==> config.mk <==
export PLATFORM = sky130hd
export DESIGN_NAME = sat_counter
export DESIGN_NICKNAME = d
export VERILOG_FILES = /design/src/rtl/toggle_checker_sat_counter.sv
export SDC_FILE = /design/constraint.sdc
export NUM_CORES = 1
export LEC_CHECK = 0
export CAP_MARGIN = 20
export CORE_AREA = 3 3 40 42
export CTS_CLUSTER_SIZE = 12
export DETAILED_ROUTE_END_ITERATION = 16
export DIE_AREA = 0 0 43 45
export GPL_TIMING_DRIVEN = 0
export MAX_ROUTING_LAYER = met4
export PLACE_DENSITY = 0.71
export RECOVER_POWER = 50
export SLEW_MARGIN = 20
export SYNTH_ARGS = -nofsm -noshare
export SYNTH_HDL_FRONTEND = slang
export SYNTH_SLANG_ARGS = --single-unit
==> constraint.sdc <==
create_clock -name clk_i -period 1.8 [get_ports clk_i]
set_clock_uncertainty 0.2 [all_clocks]
set_input_delay 0.54 -clock clk_i [delete_from_list [all_inputs] [get_ports clk_i]]
set_output_delay 0.54 -clock clk_i [all_outputs]
set_load 0.02 [all_outputs]
==> src/rtl/toggle_checker_sat_counter.sv <==
// sat_counter: clearable up-counter that sticks at all-ones instead of wrapping.
module sat_counter #(
    parameter int W = 8
) (
    input  logic         clk_i,
    input  logic         rst_ni,
    input  logic         inc_i,
    input  logic         clr_i,
    output logic [W-1:0] cnt_o
);
    logic [W-1:0] cnt_q, cnt_d;

    always_comb cnt_d = clr_i ? '0 : (inc_i && cnt_q != '1) ? cnt_q + W'(1) : cnt_q;

    always_ff @(posedge clk_i or negedge rst_ni)
        if (!rst_ni) cnt_q <= '0;
        else         cnt_q <= cnt_d;

    assign cnt_o = cnt_q;
endmodule

==> results.py, run 1 <==
metrics = {
    "synthesis": {
        "ys_async_sr_fraction_pct": 100,
        "synth-seq-cells": 8,
        "synth_edf_count": 0,
        "syn-num-nets": 47,
        "synthDistinctLibCells": 25,
        "synth_top_flop_cell": "dfrtp_1",
        "synth.avg_cell_area_um2": 10.2,
        "ys_seq_area_share_pct": 46.5,
        "yosys_warnings": 0,
        "synth_cells": 42,
        "netlist_area_um2": 430,
    },
    "floorplan": {
        "die_h_um": 45,
        "start_util_pct": 33.5,
        "ios": 12,
        "die_x_um": 43,
        "rows": 13,
        "core_um2": 1280,
        "die_area_um2": 1940,
    },
    "drt": {
        "post_drt_wl_per_cell_um": 13.7,
        "dr.pass1.iters": 2,
        "vias": 398,
        "wirelength_mm": 1.00,
        "drc": 0,
        "dr.first_iter.drc_count": 5,
        "viasPerCell": 5.45,
        "antenna_left": 0,
    },
    "global_route": {
        "grt_pass1_wl_mm": 1.55,
        "overflow": 0,
        "grt_max_degree": 11,
        "antenna_found_initial": 0,
        "grt_pass1_vias": 357,
        "grtUsageTotal_pct": 11.5,
    },
    "power": {
        "leakage_uw": 0.000267,
        "power_frac_comb_pct": 11.4,
        "power_density_nw_per_um2": 620,
        "p_int_uw": 281,
        "switching_share_pct": 23.9,
        "clockPowerShare_pct": 37.2,
        "seqPwrFrac_pct": 51.4,
        "p_switching_uw": 88.1,
        "ir_worst_vdd_mv": 0.347,
    },
    "timing": {
        "maxSlewViolCount": 0,
        "period_needed_ps": 1750,
        "rsz0062_at_grt": "false",
        "finalHoldViolCount": 0,
        "setup_viol": 0,
        "fmax_mhz": 570,
        "tns_ps": 0,
        "period_share_pct": 97.5,
        "worst_pin_slew_ps": 444,
        "relSlewSlack_pct": 70.4,
        "hold_ws_ps": 366,
    },
    "placement": {
        "place_inst": 67,
        "hpwl_um": 660,
        "dpl_cell_area_um2": 549,
        "gp_congestion": 0.778,
        "port_buffers": 10,
    },
    "setup_path": {
        "crit_arrival_ps": 1730,
        "cp-start-kind": "flop",
        "required_ps": 1780,
        "path_class": "reg -> reg",
        "critPathCaptureType": "flop",
        "cp_cell_sequence": "ha_2 -> and4_4 -> or4_4 -> a21oi_2",
        "crit_fanout": 6,
        "crit_path_max_incr_delay_ps": 510,
        "crit_path_top_delay_cell": "or4_4",
    },
    "clock_network": {
        "cts_root_buffer": "clkbuf_4",
        "cts_buffers": 3,
        "clkLatencyLatePin_ps": 250,
        "cts_tree": "yes",
        "cts_sinks": 8,
        "htree_levels": 1,
        "clkTransAtPathRegs_ps": 60,
        "cts_max_path_buffers": 2,
    },
    "cells_and_area": {
        "design_area_um2": 596,
        "fillers": 141,
        "num_antenna_cells": 0,
        "stdcell_count": 73,
        "fin_util_pct": 46.3,
        "multi_input_area_um2": 236,
        "area_growth_pct": 38.4,
        "drive_gt1_share_pct": 29.3,
        "largest_reg_flops": 8,
        "nets": 65,
        "seqCellArea_um2": 201,
    },
    "hold_path": {
        "hp-class": "reg -> reg",
    },
    "job": {
        "cap_violations": 0,
    },
    "outcome": {
        "status": "complete, no violations",
    },
}
[per-layer routing]
layer  vias to the layer above  wire length, um  global-route usage (%)
met5                         -                0                       -
met2                        14              458                    16.5
met3                         0               68                    3.98
li1                        201                -                       -
met4                         0                0                    7.23
met1                       183              476                    13.7
[logic make-up after synthesis]
logic type,Yosys count,synth area share [%]
and+or+nand+nor,17,25.6
DFF,8,46.5
AOI/OAI and AO/OA,12,18.3
muxes,2,4.94
buffers and inverters,2,1.74
adders and majority gates,1,2.91
[final timing paths]
kind / startpoint / endpoint / slack (ps) / depth (start not counted)
max in group asynchronous: rst_ni / cnt_o[3] / 680 / 1
worst max register to register: cnt_o[0] / cnt_o[7] / 50 / 4
worst min-delay path: cnt_o[3] / cnt_o[3] / 370 / 1
min in group asynchronous: rst_ni / cnt_o[6] / 430 / 1
worst min register to register: cnt_o[3] / cnt_o[3] / 370 / 1
worst max-delay path: cnt_o[0] / cnt_o[7] / 50 / 4
[power groups by stage]
stage | combinational [uW] | sequential (uW) | clock [uW]
floorplan | 14.2 | 198 | 0
global placement | 39.4 | 193 | 0
detailed placement | 40.4 | 193 | 0
CTS | 37.5 | 190 | 147
global route | 47.5 | 190 | 158
finish | 42.2 | 190 | 137
[area by class of cell]
cell class,count,share of cell area (%)
inverter,1,0.630
timing repair buffer,13,18.3
clock buffer,3,3.78
tap,15,3.15
buffer,1,0.630
sequential,8,33.8
multi-input combinational,32,39.7
[per-stage QoR]
stage | power [uW] | setup slack [ps]
6_report | 369 | 45.3
5_1_grt | 396 | 0.622
4_1_cts | 375 | 6.24
3_5_place_dp | 234 | -368
3_3_place_gp | 233 | -333
2_1_floorplan | 212 | 0.653
[placed cells by master (no fill, tap or decap), drive strengths merged]
cell type / instances
dfrtp: 8
clkbuf: 6
dlygate4sd2: 4
a21oi: 4
buf: 3
clkdlybuf4s15: 3
and3: 2
nand2: 2
nand2b: 2
nor3: 2
nand4: 2
a31oi: 2
and4: 2
a21boi: 2
a211oi: 1
mux2i: 1
nor2b: 1
nor2: 1
mux2: 1
and4b: 1
inv: 1
nor4: 1
a311oi: 1
o31ai: 1
or4: 1
o21bai: 1
ha: 1
dlygate4sd3: 1
[worst max-delay path: cells and delay by family (launching register included)]
kind,cells,cell delay [ps]
adders and majority gates,1,210
and+or+nand+nor,2,700
DFF,1,410
AOI/OAI and AO/OA,1,150
[synthesized netlist by cell type (2+ instances only)]
| library cell | count | area (um2) |
|---|---|---|
| and3_1 | 2 | 12.5 |
| a31oi_1 | 2 | 12.5 |
| nand2_1 | 2 | 7.51 |
| dfrtp_1 | 8 | 200 |
| nand2b_1 | 2 | 12.5 |
| a21boi_0 | 2 | 15.0 |
| a21oi_1 | 4 | 20.0 |
| nor3_1 | 2 | 10.0 |
| nand4_1 | 2 | 12.5 |
[timing repair]
item / in CTS / in global routing
hold buffers: 0 / 0
gates resized for setup: 13 / 9
pin swaps: 1 / 0
setup buffers: 1 / 2
endpoints found under the setup margin: 9 / 8
Note: power is estimated with default switching activity, not from simulation.
==> inputs of run 2 (changes only) <==
Settings changed: CTS_CLUSTER_DIAMETER from default to 40.
==> results of run 2 <==
The final DEF is identical to that of run 1; final timing and power are the same.
